## src/rtl/ro_mem_burst_responder.sv

```systemverilog
// Read-only burst responder: acks one aligned burst, reads rlen+1 words from a synchronous SRAM, streams them back.
// Optional performance counters are built when RO_MEM_RESP_PERF_EN is defined.
module ro_mem_burst_responder #(
  parameter int MEM_ADDR_W   = 14,
  parameter int READ_LATENCY = 1,
  parameter int MAX_RLEN_W   = 5
) (
  input  logic                  clk,
  input  logic                  rst_n,
  input  logic                  request,
  input  logic [29:0]           addr,
  input  logic [MAX_RLEN_W-1:0] rlen,
  output logic                  ack,
  output logic                  rvalid,
  output logic [31:0]           rdata,
  output logic                  sram_en,
  output logic [MEM_ADDR_W-1:0] sram_addr,
  input  logic [31:0]           sram_rdata,
  output logic                  busy,
  output logic [31:0]           perf_bursts,
  output logic [31:0]           perf_words
);

  typedef enum logic [1:0] {IDLE, ISSUE, DRAIN} state_t;

  state_t                  state, state_next;
  logic [29:0]             base, rlen_ext, word_addr;
  logic [MAX_RLEN_W-1:0]   len, issue_cnt;
  logic [READ_LATENCY-1:0] vpipe, vpipe_older;
  logic                    pending;
  logic                    unused_addr_hi;

  assign rlen_ext       = {{(30-MAX_RLEN_W){1'b0}}, rlen};
  assign word_addr      = base + {{(30-MAX_RLEN_W){1'b0}}, issue_cnt};
  assign sram_addr      = word_addr[MEM_ADDR_W-1:0];
  assign unused_addr_hi = ^word_addr[29:MEM_ADDR_W];

  // Reads still in flight other than the one being presented this cycle.
  always_comb begin
    vpipe_older                 = vpipe;
    vpipe_older[READ_LATENCY-1] = 1'b0;
  end
  assign pending = |vpipe_older;

  // The SRAM output register is the data stage; rvalid is the registered pipeline tail.
  assign rvalid = vpipe[READ_LATENCY-1];
  assign rdata  = rvalid ? sram_rdata : 32'h0;
  assign busy   = (state != IDLE);

  always_comb begin
    state_next = state;
    ack        = 1'b0;
    sram_en    = 1'b0;
    case (state)
      IDLE: begin
        if (request) begin
          ack        = 1'b1;
          state_next = ISSUE;
        end
      end
      ISSUE: begin
        sram_en = 1'b1;
        if (issue_cnt == len) state_next = DRAIN;
      end
      DRAIN: begin
        if (!pending) state_next = IDLE;
      end
      default: state_next = IDLE;
    endcase
  end

  always_ff @(posedge clk or negedge rst_n) begin
    if (!rst_n) begin
      state     <= IDLE;
      base      <= '0;
      len       <= '0;
      issue_cnt <= '0;
      vpipe     <= '0;
    end else begin
      state <= state_next;
      if (ack) begin
        base      <= addr & ~rlen_ext;
        len       <= rlen;
        issue_cnt <= '0;
      end else if (sram_en) begin
        issue_cnt <= issue_cnt + 1'b1;
      end
      vpipe[0] <= sram_en;
      for (int i = 1; i < READ_LATENCY; i++) vpipe[i] <= vpipe[i-1];
    end
  end

`ifdef RO_MEM_RESP_PERF_EN
  always_ff @(posedge clk or negedge rst_n) begin
    if (!rst_n) begin
      perf_bursts <= '0;
      perf_words  <= '0;
    end else begin
      if (ack)    perf_bursts <= perf_bursts + 32'd1;
      if (rvalid) perf_words  <= perf_words + 32'd1;
    end
  end
`else
  assign perf_bursts = '0;
  assign perf_words  = '0;
`endif

`ifndef SYNTHESIS
  logic [MAX_RLEN_W:0] rv_cnt, rv_total, burst_words;

  always_ff @(posedge clk or negedge rst_n) begin
    if (!rst_n)      rv_cnt <= '0;
    else if (ack)    rv_cnt <= '0;
    else if (rvalid) rv_cnt <= rv_cnt + 1'b1;
  end

  assign rv_total    = rv_cnt + {{MAX_RLEN_W{1'b0}}, rvalid};
  assign burst_words = {1'b0, len} + 1'b1;

  a_no_ack_busy: assert property (@(posedge clk) disable iff (!rst_n) ack |-> !busy);
  a_rlen_pow2:   assert property (@(posedge clk) disable iff (!rst_n) ack |-> ((rlen & (rlen + 1'b1)) == '0));
  a_word_count:  assert property (@(posedge clk) disable iff (!rst_n)
                   (state == DRAIN && state_next == IDLE) |-> (rv_total == burst_words));
  a_req_held:    assert property (@(posedge clk) disable iff (!rst_n) (request && !ack) |=> request);
`endif

endmodule
```

## config.mk

```make
export PLATFORM = sky130hd
export DESIGN_NAME = ro_mem_burst_responder
export DESIGN_NICKNAME = d
export VERILOG_FILES = /design/src/rtl/ro_mem_burst_responder.sv
export SDC_FILE = /design/constraint.sdc
export NUM_CORES = 1
export LEC_CHECK = 0
export BUFFER_PORTS_ARGS = -buffer_cell sky130_fd_sc_hd__buf_2
export CELL_PAD_IN_SITES_DETAIL_PLACEMENT = 1
export CELL_PAD_IN_SITES_GLOBAL_PLACEMENT = 1
export CORE_MARGIN = 8
export CORE_UTILIZATION = 28
export CTS_CLUSTER_SIZE = 25
export DETAILED_ROUTE_END_ITERATION = 7
export HOLD_SLACK_MARGIN = 0.1
export PLACE_DENSITY_LB_ADDON = 0.15
export SLEW_MARGIN = 20
export SYNTH_ARGS = -nofsm -noshare
export SYNTH_HDL_FRONTEND = slang
export SYNTH_SLANG_ARGS = --single-unit
```

## constraint.sdc

```tcl
create_clock -name clk -period 3.9 [get_ports clk]
set_clock_uncertainty 0.1 [all_clocks]
set_input_delay 0.39 -clock clk [delete_from_list [all_inputs] [get_ports clk]]
set_output_delay 0.39 -clock clk [all_outputs]
set_load 0.01 [all_outputs]
```

== After elaboration in Yosys (flattened, before gate mapping) ==
Cells that the tools add are included.
Widths: inputs -> output; s select.

* Output and inout bits: 114
* Bits in registers: 27

* Equality and inequality tests: 4
* Multiplexer cells: 9
* Add/sub/neg operators: 2
* Bitwise logic cells: 2
* Reduce and logical (&&, ||, !) cells: 4

{| class="wikitable"
|+ Operators by type and width
! operator !! number
|-
| $mux 32 || 1
|-
| $add 14x5->14 || 1
|-
| $and 14x14->14 || 1
|-
| $not 5->14 || 1
|-
| $mux 5 || 2
|-
| $add 5x1->5 const B || 1
|-
| $eq 5x5->1 || 1
|-
| $mux 2 || 2
|-
| $ne 2x2->1 const B || 2
|-
| $pmux 2 s2 || 1
|-
| $reduce_bool 2->1 || 2
|-
| $mux 1 || 3
|-
| $eq 2x1->1 const B || 1
|-
| $logic_not 2->1 || 1
|-
| $reduce_and 2->1 || 1
|}

== Depth between registers and ports, before layout ==
* Word-level depth: 4
* Mapped depth: 7
* Mapped depth without buffers: 7

== Least setup slack after synthesis ==
Ideal clock, no wire load.

* Kind: register to output
* Start: reg issue_cnt[0]
* End: out sram_addr[12]
* Setup slack: 1648 ps
* Required time: 3410 ps
* Cell stages (with the launch flop): 8
* Arrival time: 1762 ps
* Path through: dfrtp_1 > ha_1 > inv_1 > fa_1 > nor2b_1 > o2111ai_1 > a21oi_1 > xor2_1

* Longest elaborated chain between the ends: 1

{| class="wikitable"
|+ RTL lines
! item !! line !! RTL
|-
| from (decl) || 28 || <nowiki>logic [MAX_RLEN_W-1:0] len, issue_cnt;</nowiki>
|-
| from (signal assigned) || 86 || <nowiki>issue_cnt <= issue_cnt + 1'b1;</nowiki>
|-
| $add 14x5->14 || 34 || <nowiki>assign word_addr = base + {{(30-MAX_RLEN_W){1'b0}}, issue_cnt};</nowiki>
|-
| to (decl) || 17 || <nowiki>output logic [MEM_ADDR_W-1:0] sram_addr,</nowiki>
|}

No other way between the ends.

== Worst setup path after layout ==
Same ends and word-level chain as after synthesis.

==> results_dict.tcl <==
set metrics [dict create \
    run_status "finished clean" \
    clock_latency_ns 0.27 \
    clk_pin_slew_ns 0.10 \
    tightest_slew_ns 0.654 \
    ys_seq_area_share_pct 30.9 \
    dieArea_um2 10900 \
    path_class "reg2out" \
    hold_viol 0 \
    maxSlewHeadroom_pct 56.4 \
    drive_gt1_share_pct 30.5 \
    clockBufferDepth 2 \
    final-seq-area_um2 676 \
    multi_input_area_um2 1210 \
    path_max_fanout 6 \
    antenna_found_initial 0 \
    critPathLaunch "issue_cnt[0]$_DFFE_PN0P_" \
    r2r_start "state[1]$_DFFE_PN0P_" \
    leakage_nw 1.51 \
    netlist_instances 266 \
    cts_setup_buffers 0 \
    power_w 0.00171 \
    grt_use_total_pct 11.6 \
    fin_tns_setup_ns 0 \
    p_int_w 0.000892 \
    critPathCapture "sram_addr[12]" \
    hold_class "in2reg" \
    finalCriticalPeriod_ns 2.87 \
    cts-root-buf "clkbuf_8" \
    cts_tree "yes" \
    grt_max_degree 34 \
    final-setup-viol-count 0 \
    synthFlopType "dfrtp_1" \
    grt_pass1_vias 1891 \
    synth_edf_count 0 \
    p_sw_w 0.000816 \
    regToRegEndpoint "base[1]$_DFFE_PN0P_" \
    area_growth_pct 19.8 \
    slew_violations 0 \
    reg2reg_depth 6 \
    nNetsFinal 445 \
    netlist_area_um2 2180 \
    layout_worst_path_cycle_share_pct 73.6 \
    vias 1846 \
    viasPerCell 3.94 \
    grt_pass1_wl_um 10600 \
    mostFrequentLayoutCells "103 x buf_2, 64 x conb_1, 54 x nand2_1" \
    port_buffers 103 \
    wl_um 6610 \
    power_density_nw_per_um2 653 \
    rrSetupSlack_ns 2.39 \
    cts_buffers 3 \
    antenna_cells 0 \
    ys_ff_latch 27 \
    startpoint_type "register" \
    worstPathArrival_ns 2.38 \
    drc_errors 0 \
    dp_hpwl_um 5570 \
    grt_overflow 0 \
    rows 32 \
    start_util_pct 28.6 \
    fmax_ghz 0.348 \
    cp-end-kind "output port" \
    ios 184 \
    ys_async_sr_fraction_pct 100 \
    ant_nets 0 \
    die_w_um 104 \
    rsz0062_at_grt "false" \
    p_seq_share_pct 33.3 \
    drt-initial-drc-count 57 \
    dp.cells 464 \
    core_um2 7650 \
    fillerInstances 988 \
    die_y_um 104 \
    avgSynthCellArea_um2 8.21 \
    htree_levels 1 \
    wl_per_cell_um 14.1 \
    pwr-share-clk_pct 9.7 \
    switching_share_pct 47.8 \
    peakVddDrop_mv 0.194 \
    combinationalPowerShare_pct 57.0 \
    stdcell_count 469 \
    mostFrequentLayoutCell "buf_2" \
    drv_cap 0 \
    cts_sinks 27 \
    netlist-cell-type-count 35 \
    dr.pass1.iters 4 \
    ys_warn_count 0 \
    cp.required_ns 3.41 \
    gp_congestion 0.685 \
]
Yosys cell counts (all sizes together) (2+ instances only):
cell type	count	share of area [%]
a21oi	5	1.1
and2	33	9.5
and3	3	1.1
buf	66	22
clkbuf	5	0.86
dfrtp	27	31
ha	6	3.4
inv	7	1.2
mux2i	2	0.92
nand2	54	9.3
nand2b	5	1.4
nand3	5	1.1
nand4	3	0.86
nor2	6	1.0
nor3	2	0.69
o21ai	8	1.8
xnor2	7	2.8
xor2	10	4.0
flip-flops by register name (all words and copies together), names as in the netlist:
name / cells
state: 2
base: 14
len: 5
rvalid: 1
issue_cnt: 5
final cells by class:
class,instances,area share [%]
multi-input cells,224,46.2
flip-flops and latches,27,25.8
repair buffers,105,20.4
well taps,102,4.88
clock buffers,4,1.72
inverters,7,1.00
worst max-delay path, stage by stage, from the launching register on:
cell and delay [ns]:
dfrtp_1 0.48, ha_1 0.22, inv_1 0.06, fa_1 0.39, nor2b_1 0.18, o2111ai_1 0.22, a21oi_1 0.22, xor2_1 0.18
buf_2 0.16
what timing repair did:
| item | CTS | global route |
|---|---|---|
| endpoints found under the hold margin | 27 | 0 |
| resized for setup | 0 | 0 |
| hold buffers | 1 | 0 |
power groups by stage:
stage	clock, W	sequential [W]	combinational [W]
2_1_floorplan	0	0.000506	0.000704
3_3_place_gp	0	0.000576	0.000984
3_5_place_dp	0	0.000581	0.000999
4_1_cts	0.000173	0.000575	0.00100
5_1_grt	0.000183	0.000598	0.00110
6_report	0.000166	0.000568	0.000974
routing by layer:
| layer | global-route usage [%] | routed length (um) |
|---|---|---|
| met1 | 14.6 | 2860 |
| met2 | 18.9 | 3160 |
| met3 | 3.35 | 538 |
| met4 | 2.79 | 40 |
| met5 | 0 | 0 |
through the flow:
| step | setup slack [ns] | area (um2) | hold slack [ns] | util, % |
|---|---|---|---|---|
| finish | 1.03 | 2620 | 0.200 | 34.2 |
| global route | 0.848 | 2620 | 0.193 | 34.2 |
| CTS | 0.983 | 2620 | 0.196 | 34.2 |
| detailed placement | 1.31 | 2560 | 0.358 | 33.5 |
| global placement | 1.35 | 2560 | 0.359 | 33.5 |
| floorplan | 1.65 | 2420 | -0.00559 | - |
how the worst min path moves through the flow:
| stage | cells after the start | startpoint | endpoint | slack (ns) |
|---|---|---|---|---|
| 6_report | 3 | addr[11] | base[11]$_DFFE_PN0P_ | 0.20 |
| 3_5_place_dp | 1 | rst_n | base[11]$_DFFE_PN0P_ | 0.36 |
| 5_1_grt | 3 | addr[7] | base[7]$_DFFE_PN0P_ | 0.19 |
| 2_1_floorplan | 0 | rst_n | base[0]$_DFFE_PN0P_ | -0.006 |
| 3_3_place_gp | 1 | rst_n | base[11]$_DFFE_PN0P_ | 0.36 |
| 4_1_cts | 3 | addr[13] | base[13]$_DFFE_PN0P_ | 0.20 |
cell families (layout without fill, tap and decap cells):
| group | after synthesis | in the layout | share of synthesized area (%) |
|---|---|---|---|
| flops | 27 | 27 | 30.9 |
| simple gates | 115 | 115 | 26.3 |
| buf+inv | 78 | 116 | 24.5 |
| other cells | 1 | 64 | 0.172 |
| fa+ha+maj | 7 | 7 | 4.35 |
| xor+xnor | 17 | 17 | 6.82 |
| compound gates | 19 | 19 | 6.01 |
| mux | 2 | 2 | 0.916 |
(Power assumes the default switching activity.)
